==> config.mk <==
export PLATFORM = sky130hd
export DESIGN_NAME = uart_rx_param_flat
export DESIGN_NICKNAME = d
export VERILOG_FILES = /design/src/rtl/uart_rx_if.sv /design/src/rtl/uart_rx_param.sv /design/src/flat_wrapper.sv
export SDC_FILE = /design/constraint.sdc
export NUM_CORES = 1
export LEC_CHECK = 0
export CAP_MARGIN = 20
export CORE_ASPECT_RATIO = 1.2
export CORE_UTILIZATION = 42
export DETAILED_ROUTE_END_ITERATION = 10
export PLACE_DENSITY_LB_ADDON = 0.15
export SYNTH_ARGS = -nofsm -noshare
export SYNTH_HDL_FRONTEND = slang
export SYNTH_SLANG_ARGS = --single-unit
==> constraint.sdc <==
create_clock -name clk -period 4.72 [get_ports clk]
set_input_delay 0.472 -clock clk [delete_from_list [all_inputs] [get_ports clk]]
set_output_delay 0.472 -clock clk [all_outputs]
set_load 0.02 [all_outputs]
==> src/rtl/uart_rx_if.sv <==
// Receive-side bundle of uart_rx_param: serial line in, character holding register out.
interface uart_rx_if #(parameter int DW = 8);
  logic          rx;
  logic [DW-1:0] rx_data;
  logic          rx_valid;
  logic          rx_ready;
  logic          parity_err;
  logic          frame_err;
  logic          overrun;
  logic          busy;

  // valid/ready: a character transfers on every cycle with rx_valid && rx_ready; while
  // rx_valid is high and not accepted, rx_data and the error flags hold their values.
  modport master (
    input  rx, rx_ready,
    output rx_data, rx_valid, parity_err, frame_err, overrun, busy
  );
  modport slave (
    output rx, rx_ready,
    input  rx_data, rx_valid, parity_err, frame_err, overrun, busy
  );
endinterface

==> src/rtl/uart_rx_param.sv <==
// Parametrised UART receiver (data width, parity, stop bits) with valid/ready holding register.
// Optional build macro UART_RX_MAJORITY_EN: 2-of-3 vote around each nominal sample point.
module uart_rx_param #(
  parameter int CLKS_PER_BIT = 868,
  parameter int DATA_BITS    = 8,
  parameter int PARITY       = 0,
  parameter int STOP_BITS    = 1,
  parameter int SYNC_STAGES  = 2
) (
  input  logic       clk,
  input  logic       rst,
  uart_rx_if.master  rx_if,
  output logic [2:0] o_dbg_state
);
  localparam int CW = $clog2(CLKS_PER_BIT);
  localparam int BW = $clog2(DATA_BITS);
  localparam logic [CW-1:0] CNT_MID  = CW'(CLKS_PER_BIT / 2);
  localparam logic [CW-1:0] CNT_LAST = CW'(CLKS_PER_BIT - 1);
  localparam logic [BW-1:0] BIT_LAST = BW'(DATA_BITS - 1);
  localparam logic          PAR_ODD  = (PARITY == 1);

  typedef enum logic [2:0] {
    S_IDLE   = 3'd0,
    S_START  = 3'd1,
    S_DATA   = 3'd2,
    S_PARITY = 3'd3,
    S_STOP   = 3'd4
  } state_t;

  state_t                 r_state;
  logic [SYNC_STAGES-1:0] r_sync;
  logic [CW-1:0]          r_cnt;
  logic [BW-1:0]          r_bit_idx;
  logic                   r_stop_idx;
  logic [DATA_BITS-1:0]   r_shift;
  logic                   r_par_err;
  logic                   r_frm_err;
  logic                   r_wait_high;
  logic [DATA_BITS-1:0]   r_data;
  logic                   r_valid;
  logic                   r_perr;
  logic                   r_ferr;
  logic                   r_ovr;

  logic w_rx_s;
  logic w_bit;
  logic w_tick_mid;
  logic w_tick_last;
  logic w_done;
  logic w_done_ferr;

  assign w_rx_s = r_sync[SYNC_STAGES-1];

`ifdef UART_RX_MAJORITY_EN
  logic r_rx_prev;
  logic w_rx_next;
  // The next-to-last synchroniser flop already holds rx_s one cycle early, so the
  // count-1/count/count+1 window is complete at the nominal count without extra delay.
  assign w_rx_next = r_sync[SYNC_STAGES-2];
  assign w_bit = (r_rx_prev & w_rx_s) | (r_rx_prev & w_rx_next) | (w_rx_s & w_rx_next);

  always_ff @(posedge clk) begin
    if (rst) r_rx_prev <= 1'b1;
    else     r_rx_prev <= w_rx_s;
  end
`else
  assign w_bit = w_rx_s;
`endif

  assign w_tick_mid  = (r_cnt == CNT_MID);
  assign w_tick_last = (r_cnt == CNT_LAST);
  assign w_done      = (r_state == S_STOP) && w_tick_last && ((STOP_BITS == 1) || r_stop_idx);
  assign w_done_ferr = r_frm_err | ~w_bit;

  always_ff @(posedge clk) begin
    if (rst) begin
      r_state     <= S_IDLE;
      r_sync      <= '1;
      r_cnt       <= '0;
      r_bit_idx   <= '0;
      r_stop_idx  <= 1'b0;
      r_shift     <= '0;
      r_par_err   <= 1'b0;
      r_frm_err   <= 1'b0;
      r_wait_high <= 1'b0;
      r_data      <= '0;
      r_valid     <= 1'b0;
      r_perr      <= 1'b0;
      r_ferr      <= 1'b0;
      r_ovr       <= 1'b0;
    end else begin
      r_sync <= {r_sync[SYNC_STAGES-2:0], rx_if.rx};
      r_ovr  <= 1'b0;

      case (r_state)
        S_IDLE: begin
          r_cnt <= '0;
          // After a frame ending on a low stop sample (e.g. break), re-arm only once the line is high.
          if (r_wait_high) begin
            if (w_rx_s) r_wait_high <= 1'b0;
          end else if (!w_rx_s) begin
            r_state <= S_START;
          end
        end
        S_START: begin
          if (w_tick_mid) begin
            r_cnt      <= '0;
            r_bit_idx  <= '0;
            r_stop_idx <= 1'b0;
            r_par_err  <= 1'b0;
            r_frm_err  <= 1'b0;
            r_state    <= w_bit ? S_IDLE : S_DATA;
          end else begin
            r_cnt <= r_cnt + CW'(1);
          end
        end
        S_DATA: begin
          if (w_tick_last) begin
            r_cnt     <= '0;
            r_shift   <= {w_bit, r_shift[DATA_BITS-1:1]};
            r_bit_idx <= r_bit_idx + BW'(1);
            if (r_bit_idx == BIT_LAST) r_state <= (PARITY != 0) ? S_PARITY : S_STOP;
          end else begin
            r_cnt <= r_cnt + CW'(1);
          end
        end
        S_PARITY: begin
          if (w_tick_last) begin
            r_cnt     <= '0;
            r_par_err <= ((^r_shift) ^ w_bit) != PAR_ODD;
            r_state   <= S_STOP;
          end else begin
            r_cnt <= r_cnt + CW'(1);
          end
        end
        S_STOP: begin
          if (w_tick_last) begin
            r_cnt      <= '0;
            r_frm_err  <= w_done_ferr;
            r_stop_idx <= 1'b1;
            if (w_done) begin
              r_state     <= S_IDLE;
              r_wait_high <= ~w_bit;
            end
          end else begin
            r_cnt <= r_cnt + CW'(1);
          end
        end
        default: r_state <= S_IDLE;
      endcase

      if (r_valid && rx_if.rx_ready) r_valid <= 1'b0;
      if (w_done) begin
        if (!r_valid || rx_if.rx_ready) begin
          r_data  <= r_shift;
          r_perr  <= r_par_err;
          r_ferr  <= w_done_ferr;
          r_valid <= 1'b1;
        end else begin
          r_ovr <= 1'b1;
        end
      end
    end
  end

  assign rx_if.rx_data    = r_data;
  assign rx_if.rx_valid   = r_valid;
  assign rx_if.parity_err = r_perr;
  assign rx_if.frame_err  = r_ferr;
  assign rx_if.overrun    = r_ovr;
  assign rx_if.busy       = (r_state != S_IDLE);
  assign o_dbg_state      = r_state;
endmodule

==> src/flat_wrapper.sv <==
// flat-port wrapper written by rule: the top's interface ports become plain ports
module uart_rx_param_flat 
#(
  parameter int CLKS_PER_BIT = 868,
  parameter int DATA_BITS    = 8,
  parameter int PARITY       = 0,
  parameter int STOP_BITS    = 1,
  parameter int SYNC_STAGES  = 2
)
  (clk, rst, o_dbg_state, rx_if_rx, rx_if_rx_ready, rx_if_rx_data, rx_if_rx_valid, rx_if_parity_err, rx_if_frame_err, rx_if_overrun, rx_if_busy);
  uart_rx_if #(.DW(8)) rx_if_i ();
  input  logic clk;
  input  logic rst;
  output logic [2:0] o_dbg_state;
  input wire logic [$bits(rx_if_i.rx)-1:0] rx_if_rx;
  input wire logic [$bits(rx_if_i.rx_ready)-1:0] rx_if_rx_ready;
  output wire logic [$bits(rx_if_i.rx_data)-1:0] rx_if_rx_data;
  output wire logic [$bits(rx_if_i.rx_valid)-1:0] rx_if_rx_valid;
  output wire logic [$bits(rx_if_i.parity_err)-1:0] rx_if_parity_err;
  output wire logic [$bits(rx_if_i.frame_err)-1:0] rx_if_frame_err;
  output wire logic [$bits(rx_if_i.overrun)-1:0] rx_if_overrun;
  output wire logic [$bits(rx_if_i.busy)-1:0] rx_if_busy;
  assign rx_if_i.rx = rx_if_rx;
  assign rx_if_i.rx_ready = rx_if_rx_ready;
  assign rx_if_rx_data = rx_if_i.rx_data;
  assign rx_if_rx_valid = rx_if_i.rx_valid;
  assign rx_if_parity_err = rx_if_i.parity_err;
  assign rx_if_frame_err = rx_if_i.frame_err;
  assign rx_if_overrun = rx_if_i.overrun;
  assign rx_if_busy = rx_if_i.busy;
  uart_rx_param #(.CLKS_PER_BIT(CLKS_PER_BIT), .DATA_BITS(DATA_BITS), .PARITY(PARITY), .STOP_BITS(STOP_BITS), .SYNC_STAGES(SYNC_STAGES)) u_core (.clk(clk), .rst(rst), .rx_if(rx_if_i), .o_dbg_state(o_dbg_state));
endmodule
==> flow_results.org <==
** Status
- The flow ran to the end, and the final reports show no timing, DRC or antenna violations.

** Setup path
- The critical path in this run is classified as reg2out.
- Arrival time worst endpoint :: 1.80 ns
- Start point of the critical path :: u_core.o_dbg_state[2]$_SDFFE_PP0P_
- CP Capture Type :: output port
- Critical path launch point type :: flop
- Crit Reg-Reg Startpoint :: u_core.o_dbg_state[2]$_SDFFE_PP0P_
- Critical path fanouts, max :: 15
- At the worst endpoint, the required time is 4.25 ns.

** Clock network
- The longest clock path from root to sink contains 2 buffers.
- Num CTS Buffers :: 5
- After clock tree synthesis, the repair step resized 0 gates.
- The tree is rooted in a clkbuf_8.
- Worst-Skew Late Latency :: 0.29 ns
- TritonCTS built the clock tree.
- CTS HTree Levels :: 2
- Buffers added to address setup during post-CTS repair amount to 0.
- Clock sinks :: 41
- Clock-pin slew reported for the worst setup and hold paths after clock tree synthesis :: 0.08 ns
- Count of hold-fix buffers inserted at cts :: 0

** Floorplan
- Ports :: 20
- The die covers 5160 um^2.
- The region available for standard cell placement spans 4630 um^2.
- The floorplan step set the die width to 65.7 um.
- Measured along the y axis, the die boundary spans 78.5 um.
- In this run the core area contains 27 standard-cell rows.
- Initial standard-cell utilization of the core :: 44.2%

** Final layout
- Cells with a size suffix above 1 make up 9.16% of the layout.
- The finished layout holds 309 standard cells, fillers aside.
- 0 antenna diodes ended up in the layout.
- The finished cells cover roughly 2400 um^2.
- Storage element area :: 821 um^2
- Counting the fill cells in the layout gives 451.
- Layout-stage area growth over the synthesis result :: 15.1%
- In the final layout, the multi-input gates occupy between 1000 and 1500 um^2.
- For this run, the post-layout net count is 258.

** Logic synthesis
- Flop and latch count out of synthesis :: 41
- Portion of the post-synthesis area used by sequential elements :: 40.1%
- Most used standard cell by instance count after synthesis :: dfxtp_1
- Largest cells by area after synthesis :: dfxtp_1 (40%), mux2i_1 (4.9%), a21oi_1 (4.4%)
- Share of the synthesized area in the top cell type :: 40.1%
- Synthesis produced a netlist whose cell count is 235.
- Synth Flop Type :: dfxtp_1
- Of all cell types, the one taking the most synthesized area is dfxtp_1.
- Counting flops with an async set or reset pin after synthesis yields a share of 0%.
- The synthesized design contains 0 enable-type register cells.
- List of most frequent post-synthesis cells :: dfxtp_1 (41), nand2_1 (23), a21oi_1 (18)
- After synthesis, the mean cell area works out to 8.71 um^2.
- Synthesized area :: ~2000 um^2
- The Yosys step of the flow raised 0 warnings.
- After synthesis, the netlist uses 54 different library cells.
- Counting every net in the synthesized netlist gives 243.

** Worst hold path
- The worst hold path begins at u_core.r_sync[0]$_SDFF_PP1_.
- Path type of the worst min-delay path :: reg2reg

** Timing
- For the final routed database, the setup TNS stands at 0 ns.
- On the final layout, the worst clock skew is 0.00685 ns.
- Ratio of final minimum period to clock period :: 48.2%
- Worst-Margin Slew :: between 0.9 and 1 ns
- Based on the critical path, the design can be clocked at up to about 440 MHz.
- Setup violations remaining at the end of the flow were counted as 0.
- Number of max-slew violations in the final report :: 0
- The worst path meets setup with 2.44 ns of slack.
- Measured against its own limit, the worst slew margin works out to 39.4%.
- The number of endpoints with negative hold slack in the final report came to 0.
- Final min period :: 2.28 ns
- Setup repair after global routing left no endpoint under its margin.

** Placed design
- Cell Count Post-Placement :: 300
- Routability Congestion :: 0.791
- Number of buffer cells added on primary ports :: 19
- Post-place setup slack :: 2.30 ns
- Placed Instance Area :: 2260 um^2
- Final HPWL DP :: 3.23 mm

** Pwr
- Of the total power, registers draw ~58%.
- After layout, the design draws a total of 609 uW.
- Across the VDD grid, the largest voltage drop is 149 uV.
- Dividing total power by cell area gives a power density of 258 nW/um^2.
- In this run, the clock network consumes 37.0% of the power.
- Combinational share of power :: about 5%
- Net switching is 23.9% of the power.
- Switching power :: 146 uW
- Cell-internal power :: 463 uW
- For this design the static power due to leakage is 0.000827 uW.

** GRT
- Maximum number of pins on one net before global-route repair :: 23
- Global route total overflow :: 0
- Via count of the first global-routing pass :: 1616
- For this run, the total global-route usage over all layers was measured as 19.5%.
- Wire length of the first global-routing pass :: slightly below 8 mm
- Number of antenna violations at the first check in global routing :: 0

** Drt
- Summing over every cut layer, the via total after detailed routing is 1727.
- Remaining DRCs :: 0
- Wirelength per Cell :: 15.0 um
- The first detailed-routing pass took 4 iterations.
- For this block, the routed nets add up to 4.63 mm of wire.
- The first routing iteration left 131 violations.
- Detail-routed via count per cell :: around 5.6
- Antenna viol nets, final :: 0

** Flow run
- Number of maximum-capacitance constraint violations :: 0
## registers in the layout, summed over array words and instances, names as in the netlist
| register | flops |
|---|---|
| u_core.r_cnt | 10 |
| u_core.r_sync | 2 |
| u_core.rx_if.frame_err | 1 |
| u_core.r_frm_err | 1 |
| u_core.rx_if.rx_data | 8 |
| u_core.r_bit_idx | 3 |
| u_core.rx_if.parity_err | 1 |
| u_core.r_par_err | 1 |
| u_core.r_shift | 8 |
| u_core.o_dbg_state | 3 |
| u_core.rx_if.rx_valid | 1 |
| u_core.r_wait_high | 1 |
| u_core.rx_if.overrun | 1 |
## kinds of logic after synthesis
| logic type | count (synthesis) | share of synthesized area, % |
|---|---|---|
| mux | 11 | 5.44 |
| buf+inv | 17 | 3.61 |
| xor+xnor | 7 | 3.67 |
| compound gates | 54 | 16.4 |
| fa+ha+maj | 4 | 2.45 |
| simple gates | 101 | 28.4 |
| flops | 41 | 40.1 |
## cell type report
type | count | area share [%]
Clock buffer | 5 | 2.92
Tap cell | 58 | 3.08
Clock inverter | 3 | 0.743
Inverter | 3 | 0.478
Timing Repair Buffer | 22 | 9.03
Sequential cell | 41 | 34.8
Multi-Input combinational cell | 177 | 48.9
## per-stage QoR
stage | hold slack [ns] | utilization [%]
finish | 0.417 | 50.9
floorplan | 0.389 | -
global route | 0.428 | 50.9
detailed placement | 0.403 | 48.9
CTS | 0.423 | 50.7
global placement | 0.401 | 48.9
## metal layers
layer  routed length (um)  global-route usage (%)  share of wire (%)
met2                 2350                    33.2                 51
met3                  148                    4.65                3.2
met5                    0                       0                  0
met4                   29                    7.17               0.63
met1                 2100                    23.3                 45
## critical path, stage by stage, from the launching register on
cell and delay [ns]:
dfxtp_1 0.45, or3_1 0.49, clkdlybuf4s50_1 0.56
## layout by cell type, fill, tap and decap left out, drive strengths merged, types with 3 or more instances in the layout
| cell | netlist | routed |
|---|---|---|
| a21oi | 18 | 18 |
| and2 | 3 | 3 |
| buf | 5 | 3 |
| clkbuf | 9 | 5 |
| clkdlybuf4s50 | 0 | 19 |
| clkinv | 1 | 3 |
| dfxtp | 41 | 41 |
| ha | 4 | 4 |
| mux2i | 10 | 10 |
| nand2 | 23 | 23 |
| nand2b | 5 | 5 |
| nand3 | 14 | 14 |
| nand4 | 5 | 5 |
| nand4b | 3 | 3 |
| nor2 | 15 | 15 |
| nor2b | 4 | 4 |
| nor3 | 6 | 6 |
| nor4 | 5 | 5 |
| o21a | 3 | 3 |
| o21ai | 14 | 14 |
| o21bai | 3 | 3 |
| o221ai | 4 | 4 |
| or2 | 3 | 3 |
| or3 | 3 | 3 |
| or3b | 3 | 3 |
| xnor2 | 4 | 4 |
## worst paths after layout
kind | end | slack [ns] | depth (start not counted)
setup reg to reg | u_core.r_cnt[5]$_SDFFE_PP0P_ | 2.46 | 4
hold reg to reg | u_core.r_sync[1]$_SDFF_PP1_ | 0.42 | 1
hold / removal | u_core.r_sync[1]$_SDFF_PP1_ | 0.42 | 1
setup / recovery | rx_if_busy | 2.44 | 2
## power by group through the flow
stage,clock [uW],sequential (uW),combinational (uW)
after CTS,236,353,30.9
final,225,353,30.6
after detailed placement,0,361,30.8
after floorplan,0,360,19.2
after global placement,0,361,30.7
after global routing,249,354,33.3
(Power assumes the default switching activity.)
